$ cat config.mk
export PLATFORM = sky130hd
export DESIGN_NAME = fetch_unit_flat
export DESIGN_NICKNAME = d
export VERILOG_FILES = /design/src/rtl/fetch_unit_if.sv /design/src/rtl/fetch_unit.sv /design/src/flat_wrapper.sv
export SDC_FILE = /design/constraint.sdc
export NUM_CORES = 1
export LEC_CHECK = 0
export ABC_AREA = 1
export ABC_CLOCK_PERIOD_IN_PS = 4300
export BUFFER_PORTS_ARGS = -buffer_cell sky130_fd_sc_hd__buf_2
export CAP_MARGIN = 0
export CORE_UTILIZATION = 52
export CTS_CLUSTER_SIZE = 20
export DETAILED_ROUTE_END_ITERATION = 10
export PLACE_DENSITY = 0.88
export REMOVE_ABC_BUFFERS = 1
export SYNTH_ARGS = -nofsm -noshare
export SYNTH_HDL_FRONTEND = slang
export SYNTH_SLANG_ARGS = --single-unit
$ cat constraint.sdc
create_clock -name clk -period 4.3 [get_ports clk]
set_clock_uncertainty 0.2 [all_clocks]
set_input_delay 0.215 -clock clk [delete_from_list [all_inputs] [get_ports clk]]
set_output_delay 0.215 -clock clk [all_outputs]
set_load 0.01 [all_outputs]
$ cat src/rtl/fetch_unit_if.sv
// Fetch-to-environment bus: branch redirect, instruction memory port, decode handshake
// and performance counters.
// master = fetch_unit side, slave = memory/decode/execute side.
interface fetch_unit_if;
   logic        branch_taken;
   logic [31:0] branch_addr;
   logic [31:0] imem_addr;
   logic [31:0] imem_rdata;
   logic        id_valid;
   logic        id_ready;
   logic [31:0] id_pc;
   logic [31:0] id_instr;
   logic        fetch_done;
   logic [31:0] perf_fetch;
   logic [31:0] perf_stall;

   modport master (
      input  branch_taken, branch_addr, imem_rdata, id_ready,
      output imem_addr, id_valid, id_pc, id_instr, fetch_done, perf_fetch, perf_stall
   );

   modport slave (
      output branch_taken, branch_addr, imem_rdata, id_ready,
      input  imem_addr, id_valid, id_pc, id_instr, fetch_done, perf_fetch, perf_stall
   );
endinterface

$ cat src/rtl/fetch_unit.sv
// Instruction fetch stage: owns the PC, reads the combinational instruction memory and
// queues {PC+4, instr} pairs in a DEPTH-entry FIFO towards decode (valid/ready).
// Ports: clk, rst (sync, active-high), bus (fetch_unit_if.master).
// Latency: one edge from fetch to id_*; a taken branch flushes the FIFO, and the first
// post-branch entry appears two edges after the redirect.
// Backpressure: a full FIFO with no dequeue holds the PC; id_* are registered and never
// depend combinationally on id_ready.
// Optional: define FETCH_PERF_EN to build the perf_fetch/perf_stall counters.
module fetch_unit #(
   parameter int DEPTH      = 4,
   parameter int IMEM_BYTES = 72
) (
   input  logic          clk,
   input  logic          rst,
   fetch_unit_if.master  bus
);
   localparam int          AW         = $clog2(DEPTH);
   localparam logic [31:0] IMEM_LIMIT = 32'(IMEM_BYTES);
   localparam logic [AW:0] FULL_CNT   = (AW+1)'(DEPTH);

   logic [31:0]   pc;
   logic [31:0]   pc_plus4;
   logic [AW-1:0] rd_ptr;
   logic [AW-1:0] wr_ptr;
   logic [AW-1:0] rd_ptr_next;
   logic [AW:0]   count;
   logic [AW:0]   count_after_deq;
   logic [31:0]   mem_pc    [DEPTH];
   logic [31:0]   mem_instr [DEPTH];
   logic [31:0]   head_pc;
   logic [31:0]   head_instr;
   logic          in_range;
   logic          full;
   logic          valid;
   logic          deq;
   logic          enq;
   logic          unused_ok;

   assign pc_plus4        = pc + 32'd4;
   assign in_range        = (pc < IMEM_LIMIT);
   assign full            = (count == FULL_CNT);
   assign valid           = (count != '0);
   assign deq             = valid & bus.id_ready;
   // A simultaneous dequeue frees the slot the new entry needs, so full does not block.
   assign enq             = !bus.branch_taken & in_range & (!full | deq);
   assign count_after_deq = count - (AW+1)'(deq);
   assign rd_ptr_next     = rd_ptr + AW'(deq);

   // Branch targets are word aligned; the low address bits are ignored.
   assign unused_ok = ^bus.branch_addr[1:0];

   // Storage needs no reset: only entries between rd_ptr and wr_ptr are ever read.
   always_ff @(posedge clk) begin
      if (enq) begin
         mem_pc[wr_ptr]    <= pc_plus4;
         mem_instr[wr_ptr] <= bus.imem_rdata;
      end
   end

   always_ff @(posedge clk) begin
      if (rst) begin
         pc         <= '0;
         rd_ptr     <= '0;
         wr_ptr     <= '0;
         count      <= '0;
         head_pc    <= '0;
         head_instr <= '0;
      end else if (bus.branch_taken) begin
         // Redirect overrides everything: flush, no enqueue or dequeue this cycle.
         pc     <= {bus.branch_addr[31:2], 2'b00};
         rd_ptr <= '0;
         wr_ptr <= '0;
         count  <= '0;
      end else begin
         if (enq) begin
            wr_ptr <= wr_ptr + AW'(1);
            pc     <= pc_plus4;
         end
         rd_ptr <= rd_ptr_next;
         count  <= count_after_deq + (AW+1)'(enq);
         // Preload the output register with whatever will be the head after this edge.
         // If the FIFO drains to empty the last head value is simply held.
         if (count_after_deq != '0) begin
            head_pc    <= mem_pc[rd_ptr_next];
            head_instr <= mem_instr[rd_ptr_next];
         end else if (enq) begin
            head_pc    <= pc_plus4;
            head_instr <= bus.imem_rdata;
         end
      end
   end

   assign bus.imem_addr  = pc;
   assign bus.id_valid   = valid;
   assign bus.id_pc      = head_pc;
   assign bus.id_instr   = head_instr;
   assign bus.fetch_done = !in_range & !bus.branch_taken;

`ifdef FETCH_PERF_EN
   logic [31:0] perf_fetch;
   logic [31:0] perf_stall;

   always_ff @(posedge clk) begin
      if (rst) begin
         perf_fetch <= '0;
         perf_stall <= '0;
      end else begin
         if (enq)
            perf_fetch <= perf_fetch + 32'd1;
         if (full & !deq & !bus.branch_taken & in_range)
            perf_stall <= perf_stall + 32'd1;
      end
   end

   assign bus.perf_fetch = perf_fetch;
   assign bus.perf_stall = perf_stall;
`else
   assign bus.perf_fetch = 32'd0;
   assign bus.perf_stall = 32'd0;
`endif

endmodule

$ cat src/flat_wrapper.sv
// flat-port wrapper written by rule: the top's interface ports become plain ports
module fetch_unit_flat 
#(
   parameter int DEPTH      = 4,
   parameter int IMEM_BYTES = 72
)
  (clk, rst, bus_branch_taken, bus_branch_addr, bus_imem_rdata, bus_id_ready, bus_imem_addr, bus_id_valid, bus_id_pc, bus_id_instr, bus_fetch_done, bus_perf_fetch, bus_perf_stall);
  fetch_unit_if bus_i ();
  input  logic clk;
  input  logic rst;
  input wire logic [$bits(bus_i.branch_taken)-1:0] bus_branch_taken;
  input wire logic [$bits(bus_i.branch_addr)-1:0] bus_branch_addr;
  input wire logic [$bits(bus_i.imem_rdata)-1:0] bus_imem_rdata;
  input wire logic [$bits(bus_i.id_ready)-1:0] bus_id_ready;
  output wire logic [$bits(bus_i.imem_addr)-1:0] bus_imem_addr;
  output wire logic [$bits(bus_i.id_valid)-1:0] bus_id_valid;
  output wire logic [$bits(bus_i.id_pc)-1:0] bus_id_pc;
  output wire logic [$bits(bus_i.id_instr)-1:0] bus_id_instr;
  output wire logic [$bits(bus_i.fetch_done)-1:0] bus_fetch_done;
  output wire logic [$bits(bus_i.perf_fetch)-1:0] bus_perf_fetch;
  output wire logic [$bits(bus_i.perf_stall)-1:0] bus_perf_stall;
  assign bus_i.branch_taken = bus_branch_taken;
  assign bus_i.branch_addr = bus_branch_addr;
  assign bus_i.imem_rdata = bus_imem_rdata;
  assign bus_i.id_ready = bus_id_ready;
  assign bus_imem_addr = bus_i.imem_addr;
  assign bus_id_valid = bus_i.id_valid;
  assign bus_id_pc = bus_i.id_pc;
  assign bus_id_instr = bus_i.id_instr;
  assign bus_fetch_done = bus_i.fetch_done;
  assign bus_perf_fetch = bus_i.perf_fetch;
  assign bus_perf_stall = bus_i.perf_stall;
  fetch_unit #(.DEPTH(DEPTH), .IMEM_BYTES(IMEM_BYTES)) u_core (.clk(clk), .rst(rst), .bus(bus_i));
endmodule
==> results.sh, run 1 <==
export IMPL_status="complete, no violations"
export IMPL_seqCellArea_mm2=0.00943
export IMPL_numPortBuffers=159
export IMPL_max_freq_mhz=292
export IMPL_post_cts_buffers=0
export IMPL_final_cell_mix="nand2_1, edfxtp_1, nor2_1"
export IMPL_postPlaceCellArea_mm2=0.0166
export IMPL_cp_max_fo=89
export IMPL_ir_drop_uv=276
export IMPL_crit_arrival_ns=3.68
export IMPL_core_region_area_mm2=0.0297
export IMPL_grt_overflow_total=0
export IMPL_crit_type="reg2reg"
export IMPL_drt_iter0_markers=1086
export IMPL_finalWirelength_um=39300
export IMPL_powerDensity_mw_per_mm2=390
export IMPL_cp_end_kind="flop"
export IMPL_root_buffer="clkbuf_16"
export IMPL_period_share_pct=79.6
export IMPL_startpoint_type="flop"
export IMPL_crit_cells=12
export IMPL_grt_pass1_wl_um=61300
export IMPL_ys_warn_count=0
export IMPL_hp_class="in2reg"
export IMPL_drc_errors=0
export IMPL_clockBufferDepth=3
export IMPL_cp_num_buf_inv=3
export IMPL_p_leak_nw=8.28
export IMPL_grt_pass1_vias=12200
export IMPL_multi_input_area_mm2=0.00529
export IMPL_ys_ff_latch=347
export IMPL_avgSynthCellArea_um2=8.92
export IMPL_numClockSinks=347
export IMPL_crit_slowest_cell="buf_4"
export IMPL_syn2layout_area_growth_pct=18.7
export IMPL_hpwlAfterDp_um=21600
export IMPL_cts_tree="yes"
export IMPL_holdBufCountCts=90
export IMPL_fill_cells=2227
export IMPL_max_slew_margin_pct=29.2
export IMPL_drt_pass1_iter_count=6
export IMPL_die_area_mm2=0.0310
export IMPL_final_area_mm2=0.0187
export IMPL_yosys_cell_types_count=30
export IMPL_cts_resized_gates=0
export IMPL_synth_area_leaders="edfxtp_1, nand2_1, dfxtp_1"
export IMPL_grt_use_total_pct=25.1
export IMPL_cts_inserted_buffers=36
export IMPL_cap_viol_max_count=0
export IMPL_insertion_delay_ns=0.53
export IMPL_layout_nets=2058
export IMPL_diodes=0
export IMPL_grt_start_max_net_pins=90
export IMPL_ys_seq_area_share_pct=59.8
export IMPL_rr_worst_depth=12
export IMPL_synthCells=1768
export IMPL_clkTransAtPathRegs_ns=0.07
export IMPL_start_util_pct=53.1
export IMPL_min_period_ns=3.42
export IMPL_wire_per_inst_um=16.4
export IMPL_crit_family="buffers and inverters"
export IMPL_cp_required_ns=4.56
export IMPL_vias=12700
export IMPL_antenna_found_initial=0
export IMPL_synth_area_leader_cell="edfxtp_1"
export IMPL_synth_top_area_share_pct=47.2
export IMPL_ant_nets=0
export IMPL_worst_pin_slew_ns=1.06
export IMPL_grt_setup_unrepaired="false"
export IMPL_num_io_pins=230
export IMPL_slowest_delay_ns=0.78
export IMPL_ctsHtreeMaxLevel=2
export IMPL_hold_depth=2
export IMPL_synth_area_mm2=0.0158
export IMPL_hold_violations=0
export IMPL_setup_viol=0
export IMPL_stdcell_count=2398
export IMPL_rows=63
export IMPL_layout_commonest_cell="nand2_1"
export IMPL_final_layout_size_suffix_gt1_share_pct=13.1
export IMPL_die_h_um=176
export IMPL_die_w_um=176
export IMPL_path_cells="inv_1, a21oi_1, ha_1, ha_1, nand2_1, inv_1, nand2_4, buf_4, o21ai_0, a31oi_1, nor2_1, nor2_1"
export IMPL_slew_violations=0
export IMPL_gp_congestion=0.940
export IMPL_drt_vias_per_instance=5.28
export IMPL_place_inst=2242
per-stage QoR:
stage / setup slack (ns) / hold WS, ns / utilization (%) / setup TNS (ns) / total power (W)
CTS: 0.997 / 0.00742 / 63.0 / 0 / 0.00732
floorplan: -0.756 / 0.0841 / - / -171.90 / 0.00397
finish: 0.878 / 0.0567 / 63.0 / 0 / 0.00731
detailed placement: 1.03 / 0.249 / 56.0 / 0 / 0.00414
global route: 0.677 / 0.0903 / 63.0 / 0 / 0.00754
global placement: 1.15 / 0.244 / 56.0 / 0 / 0.00412
synth_stat cells, drive strengths merged:
cell	number
and2	6
inv	108
edfxtp	248
xor2	19
conb	1
nor3	8
o21ai	20
a21oi	120
nand2	676
xnor2	7
nand3	88
buf	132
dfxtp	99
clkbuf	28
ha	10
nand3b	5
nor2	176
nor4	1
nand4	4
a31oi	12
sequential cells by signal, summed over array words and instances (netlist names):
name	flops
u_core.mem_instr	128
u_core.rd_ptr	2
u_core.count	3
u_core.wr_ptr	2
u_core.bus.id_pc	30
u_core.bus.imem_addr	30
u_core.mem_pc	120
u_core.bus.id_instr	32
where the power goes:
part / internal (W) / leakage, nW / switching, W / total [W]
sequential: 0.00362 / 3.05 / 0.0000431 / 0.00366
clock: 0.00187 / 0.578 / 0.00129 / 0.00316
combinational: 0.000184 / 4.65 / 0.000307 / 0.000491
final cells by class:
class | count | share of cell area, %
Sequential cell | 347 | 50.3
Multi-Input combinational cell | 1220 | 28.3
Clock inverter | 21 | 1.20
Timing Repair Buffer | 267 | 10.2
Clock buffer | 45 | 5.21
Inverter | 108 | 2.19
Tap cell | 390 | 2.61
cell families after synthesis:
kind of cell / Yosys count / synth area share [%]
buffers and inverters: 268 / 8.75
AND/OR/NAND/NOR: 964 / 24.2
other: 1 / 0.0238
flip-flops: 347 / 59.8
AO/OA/AOI/OAI: 152 / 4.92
XOR/XNOR: 26 / 1.49
adder cells (fa/ha/maj): 10 / 0.793
worst paths after layout:
path	start	to	slack, ns
worst max-delay path	u_core.count[2]	u_core.bus.id_pc[14]	0.88
worst min-delay path	rst	u_core.bus.imem_addr[5]	0.06
worst max register to register	u_core.count[2]	u_core.bus.id_pc[14]	0.88
worst min register to register	u_core.bus.id_instr[13]	u_core.bus.id_instr[13]	0.27
per-layer routing:
layer  part of all wire, %  up-vias  wire length [um]  track usage, %
li1                      -     5986                 -               -
met1                    39     5883             15500            30.9
met2                    50      685             19600            44.6
met3                   7.9      108              3100            3.45
met4                   2.9        0              1150            9.78
met5                     0        -                 0               0
Note: power is estimated with default switching activity, not from simulation.
==> inputs of run 2 (changes only) <==
Settings changed: ABC_CLOCK_PERIOD_IN_PS 4300 to 2900.
Clock period 4.3 ns to 2.9 ns, I/O delays scaled along.
==> run 2 against run 1 <==
Compared with the run above:
- combinational power is 57% higher
- critical path type unchanged
- utilization is 1.5 points higher
- sequential power is 48% higher
- hold slack better by 0.026 ns
- first-iteration DRC count is 5.5% higher
- critical path depth is 2 lower
- wire length is 0.78% higher
- largest power group unchanged
- setup slack worse by 0.73 ns
- power is 48% higher
- non-clock buffer count is 36 higher
==> results.sh, run 2 (same netlist as run 1, synthesis figures left out) <==
export IMPL_period_share_pct=94.9
export IMPL_multi_input_area_mm2=0.00530
export IMPL_worstSetupStartpoint="u_core.bus.imem_addr[30]"
export IMPL_num_io_pins=230
export IMPL_crit_type="reg2reg"
export IMPL_grt_overflow_total=0
export IMPL_largest_reg_flops=128
export IMPL_finalWirelength_um=39600
export IMPL_ctsHtreeMaxLevel=2
export IMPL_ant_nets=0
export IMPL_grt_pass1_vias=12600
export IMPL_seqCellArea_mm2=0.00943
export IMPL_layout_nets=2095
export IMPL_crit_slowest_cell="dlygate4sd3_1"
export IMPL_cp_num_buf_inv=2
export IMPL_startpoint_type="flop"
export IMPL_r2r_end="u_core.bus.imem_addr[6]"
export IMPL_clockBufferDepth=3
export IMPL_slew_violations=0
export IMPL_worst_pin_slew_ns=0.912
export IMPL_hold_violations=0
export IMPL_grt_use_total_pct=25.6
export IMPL_crit_end="u_core.bus.imem_addr[6]"
export IMPL_crit_family="buffers and inverters"
export IMPL_die_area_mm2=0.0310
export IMPL_numClockSinks=347
export IMPL_largest_register="u_core.mem_instr"
export IMPL_start_util_pct=53.1
export IMPL_r2r_start="u_core.bus.imem_addr[30]"
export IMPL_final_setup_tns_ns=0
export IMPL_wire_per_inst_um=16.3
export IMPL_whs_ns=0.0831
export IMPL_cpMostUsedCell="nand2_1"
export IMPL_fill_cells=2181
export IMPL_slowest_delay_ns=0.59
export IMPL_rr_worst_depth=10
export IMPL_clkTransAtPathRegs_ns=0.06
export IMPL_post_cts_buffers=0
export IMPL_die_w_um=176
export IMPL_antenna_found_initial=1
export IMPL_max_slew_margin_pct=39.2
export IMPL_root_buffer="clkbuf_16"
export IMPL_path_cells="nor2_1, and2_1, nand2_1, nor2_4, nand3_4, buf_4, nand2_1, nand2_1, a21oi_1, dlygate4sd3_1"
export IMPL_drt_iter0_markers=1146
export IMPL_ir_drop_uv=446
export IMPL_hpwlAfterDp_um=22000
export IMPL_layout_commonest_cell="nand2_1"
export IMPL_crit_cells=10
export IMPL_drt_vias_per_instance=5.28
export IMPL_syn2layout_area_growth_pct=21.6
export IMPL_core_region_area_mm2=0.0297
export IMPL_grt_setup_unrepaired="false"
export IMPL_cap_viol_max_count=0
export IMPL_rows=63
export IMPL_p_leak_nw=8.47
export IMPL_die_h_um=176
export IMPL_max_freq_mhz=363
export IMPL_drc_errors=0
export IMPL_numPortBuffers=159
export IMPL_powerDensity_mw_per_mm2=565
export IMPL_final_cell_mix="nand2_1, edfxtp_1, nor2_1"
export IMPL_cp_required_ns=3.09
export IMPL_final_layout_size_suffix_gt1_share_pct=13.4
export IMPL_grt_start_max_net_pins=90
export IMPL_cp_max_fo=31
export IMPL_setup_viol=0
export IMPL_hp_class="in2reg"
export IMPL_gp_congestion=0.838
export IMPL_vias=12900
export IMPL_cts_inserted_buffers=37
export IMPL_cts_tree="yes"
export IMPL_crit_arrival_ns=2.94
export IMPL_rrSetupSlack_ns=0.15
export IMPL_min_period_ns=2.75
export IMPL_insertion_delay_ns=0.52
export IMPL_cp_end_kind="flop"
export IMPL_grt_pass1_wl_um=62200
export IMPL_drt_pass1_iter_count=5
export IMPL_status="complete, no violations"
-- run 2: cell types whose count changed in the layout (fill, tap and decap cells not counted), moves of 2 or more --
| cell | before | now |
|---|---|---|
| dlygate4sd3_1 | 90 | 113 |
| buf_12 | 6 | 15 |
| buf_4 | 12 | 16 |
| clkinv_1 | 4 | 7 |
| clkinvlp_4 | 4 | 1 |
| clkbuf_1 | 6 | 8 |
| clkbuf_16 | 37 | 39 |
| clkinv_2 | 5 | 7 |
-- run 2: routing by layer --
layer,vias up,global-route usage (%),share of wire (%)
met1,5978,30.3,38
met2,686,44.3,49
met4,0,14.1,4.3
li1,6063,-,-
met5,-,0,0
met3,148,4.11,7.8
-- run 2: worst min path at each step --
stage	depth (start not counted)	endpoint	slack, ns	from
CTS	5	u_core.wr_ptr[0]	0.04	bus_id_ready
detailed placement	1	u_core.mem_instr[0][18]	0.18	bus_imem_rdata[18]
finish	5	u_core.bus.id_pc[27]	0.08	bus_branch_taken
floorplan	1	u_core.bus.imem_addr[10]	0.01	rst
global route	5	u_core.bus.id_pc[27]	0.10	bus_branch_taken
global placement	1	u_core.mem_instr[2][9]	0.17	bus_imem_rdata[9]
-- run 2: through the flow --
step / cells / util (%) / worst slack, ns / cell area (um^2) / power, W
2_1_floorplan: 1675 / - / -2.16 / 15000 / 0.00588
3_3_place_gp: 2255 / 56.7 / 0.396 / 16800 / 0.00612
3_5_place_dp: 2255 / 56.7 / 0.316 / 16800 / 0.00614
4_1_cts: 2436 / 64.5 / 0.268 / 19200 / 0.0108
5_1_grt: 2437 / 64.5 / 0.0705 / 19200 / 0.0112
6_report: 2437 / 64.5 / 0.147 / 19200 / 0.0108
-- run 2: power breakdown --
part           switching (W)  internal, W  total (W)
Sequential         0.0000640      0.00537    0.00543
Clock                0.00187      0.00276    0.00463
Combinational       0.000469     0.000302   0.000771
Total                0.00241      0.00843     0.0108
-- run 2: repair_timing --
action / 4_1_cts / 5_1_grt
hold endpoints to repair: 201 / 0
hold buffers: 113 / 0
gates resized for setup: 0 / 1
endpoints found under the setup margin: 0 / 1
-- run 2: layout make-up --
class,count,area share [%]
antenna,1,0.0131
clock buffer,48,5.32
clock inverter,20,0.920
inverter,108,2.14
multi-input combinational,1220,27.6
sequential,347,49.2
tap,390,2.54
timing repair buffer,303,12.2
-- run 2: worst min-delay path: stages --
cell	delay [ns]
buf_2	0.14
inv_4	0.07
nand2_2	0.23
nor2_1	0.08
nor2_1	0.09
==> inputs of run 3 (changes only) <==
Settings changed: CORE_UTILIZATION 52 to 45, MAX_ROUTING_LAYER set to met4, PLACE_DENSITY 0.88 to 0.79, SLEW_MARGIN set to 40.
==> run 3 against run 2 <==
Compared with the run above:
- wire length is 1.9% lower
- critical endpoint is now u_core.mem_instr[2][8]
- global-route usage is 3.2 points lower
- hold slack better by 0.043 ns
- largest power group unchanged
- die area up 15%
- highest routed layer unchanged
- final cell count increased by 3.0%
- design area increased by 0.76%
- first-iteration DRC count fell by 21%
- sequential power barely moved
- non-clock buffer count grew 9
- fmax rose by 2.7%
==> results.sh, run 3 (same netlist as run 1, synthesis figures left out) <==
export IMPL_core_region_area_mm2=0.0345
export IMPL_cts_inserted_buffers=37
export IMPL_cp_max_fo=19
export IMPL_max_slew_margin_pct=60.2
export IMPL_seqCellArea_mm2=0.00943
export IMPL_crit_arrival_ns=2.66
export IMPL_drt_pass1_iter_count=5
export IMPL_vias=12400
export IMPL_pwr_share_seq_pct=50.2
export IMPL_hold_violations=0
export IMPL_ant_nets=0
export IMPL_cp_required_ns=2.88
export IMPL_powerDensity_mw_per_mm2=559
export IMPL_place_ws_ns=0.150
export IMPL_worstSetupStartpoint="u_core.bus.imem_addr[16]"
export IMPL_drt_vias_per_instance=4.93
export IMPL_setup_viol=0
export IMPL_internal_power_w=0.00840
export IMPL_worst_pin_slew_ns=0.598
export IMPL_p_leak_nw=8.49
export IMPL_rr_worst_depth=9
export IMPL_layout_nets=2104
export IMPL_hpwlAfterDp_um=22500
export IMPL_grt_setup_unrepaired="false"
export IMPL_p_sw_w=0.00241
export IMPL_start_util_pct=45.7
export IMPL_p_clk_share_pct=42.6
export IMPL_syn2layout_area_growth_pct=22.5
export IMPL_final_setup_tns_ns=0
export IMPL_num_io_pins=230
export IMPL_die_w_um=189
export IMPL_crit_type="reg2reg"
export IMPL_antenna_found_initial=1
export IMPL_grt_overflow_total=0
export IMPL_cpMostUsedCell="nand2_1"
export IMPL_insertion_delay_ns=0.52
export IMPL_grt_pass1_vias=12000
export IMPL_period_share_pct=92.5
export IMPL_min_period_ns=2.68
export IMPL_slowest_delay_ns=0.40
export IMPL_slew_violations=0
export IMPL_drt_iter0_markers=908
export IMPL_grt_pass1_wl_um=61200
export IMPL_finalWirelength_um=38900
export IMPL_drc_errors=0
export IMPL_hp_start="bus_id_ready"
export IMPL_multi_input_area_mm2=0.00531
export IMPL_grt_use_total_pct=22.3
export IMPL_cp_end_kind="flop"
export IMPL_largest_register="u_core.mem_instr"
export IMPL_r2r_start="u_core.bus.imem_addr[16]"
export IMPL_hp_class="in2reg"
export IMPL_path_cells="inv_2, nand2_1, nor2_1, nand2_1, nor2_2, and2_1, nand3_1, nor2_4, buf_4"
export IMPL_ctsHtreeMaxLevel=2
export IMPL_layout_commonest_cell="nand2_1"
export IMPL_fill_cells=2903
export IMPL_clockBufferDepth=3
export IMPL_crit_slowest_cell="dfxtp_1"
export IMPL_die_area_mm2=0.0358
export IMPL_cts_tree="yes"
export IMPL_gp_congestion=0.917
export IMPL_comb_power_share_pct=7.2
export IMPL_cap_viol_max_count=0
export IMPL_largest_reg_flops=128
export IMPL_die_h_um=189
export IMPL_grt_start_max_net_pins=117
export IMPL_fin_ws_ns=0.218
export IMPL_clkTransAtPathRegs_ns=0.06
export IMPL_rows=68
export IMPL_final_layout_size_suffix_gt1_share_pct=13.8
export IMPL_root_buffer="clkbuf_16"
export IMPL_p_sw_share_pct=22.3
export IMPL_wire_per_inst_um=15.5
export IMPL_post_cts_buffers=0
export IMPL_numPortBuffers=159
export IMPL_startpoint_type="flop"
export IMPL_ir_drop_uv=387
export IMPL_numClockSinks=347
export IMPL_hold_depth=5
export IMPL_final_cell_mix="nand2_1, edfxtp_1, nor2_1"
export IMPL_max_freq_mhz=373
export IMPL_status="complete, no violations"
## run 3: cell type report
cell class	instances	share of cell area [%]
Clock buffer	48	5.21
Inverter	108	2.12
Timing Repair Buffer	312	12.5
Tap cell	455	2.95
Sequential cell	347	48.8
Clock inverter	17	0.907
Antenna cell	2	0.0259
Multi-Input combinational cell	1220	27.5
## run 3: worst max-delay path, delay by kind of cell, from the launching register on
kind,cells,cell delay (ns)
flops,1,0.40
simple gates,7,1.28
buf+inv,2,0.44
## run 3: final timing paths
| kind | end | slack, ns |
|---|---|---|
| worst max-delay path | u_core.mem_instr[2][8] | 0.22 |
| worst min-delay path | u_core.wr_ptr[0] | 0.13 |
| worst max register to register | u_core.mem_instr[2][8] | 0.22 |
| worst min register to register | u_core.bus.id_instr[5] | 0.28 |
## run 3: timing repair
action | 4_1_cts | 5_1_grt
setup endpoints to repair | 0 | 24
hold buffers | 115 | 0
resized for setup | 0 | 2
endpoints found under the hold margin | 190 | 0
## run 3: power by group through the flow
stage	Clock, W	Combinational (W)	Sequential, W
2_1_floorplan	0	0.000336	0.00554
3_3_place_gp	0	0.000619	0.00553
3_5_place_dp	0	0.000633	0.00553
4_1_cts	0.00469	0.000754	0.00542
5_1_grt	0.00490	0.000861	0.00543
6_report	0.00461	0.000778	0.00542
## run 3: metrics by stage
stage | total power [W] | hold WS (ns) | utilization [%] | instance area (um^2) | instances
after floorplan | 0.00588 | 0.0141 | - | 15000 | 1675
after global placement | 0.00614 | 0.176 | 49.1 | 17000 | 2327
after detailed placement | 0.00616 | 0.182 | 49.1 | 17000 | 2327
after CTS | 0.0109 | 0.0721 | 55.9 | 19300 | 2507
after global routing | 0.0112 | 0.132 | 55.9 | 19300 | 2508
final | 0.0108 | 0.126 | 55.9 | 19300 | 2509
## run 3: per-layer routing
layer / up-vias / part of all wire, % / GRT usage (%)
met5: - / 0 / -
met4: 0 / 2.7 / 7.44
met3: 91 / 6.6 / 3.41
met2: 439 / 49 / 37.8
met1: 5748 / 42 / 27.3
li1: 6082 / - / -
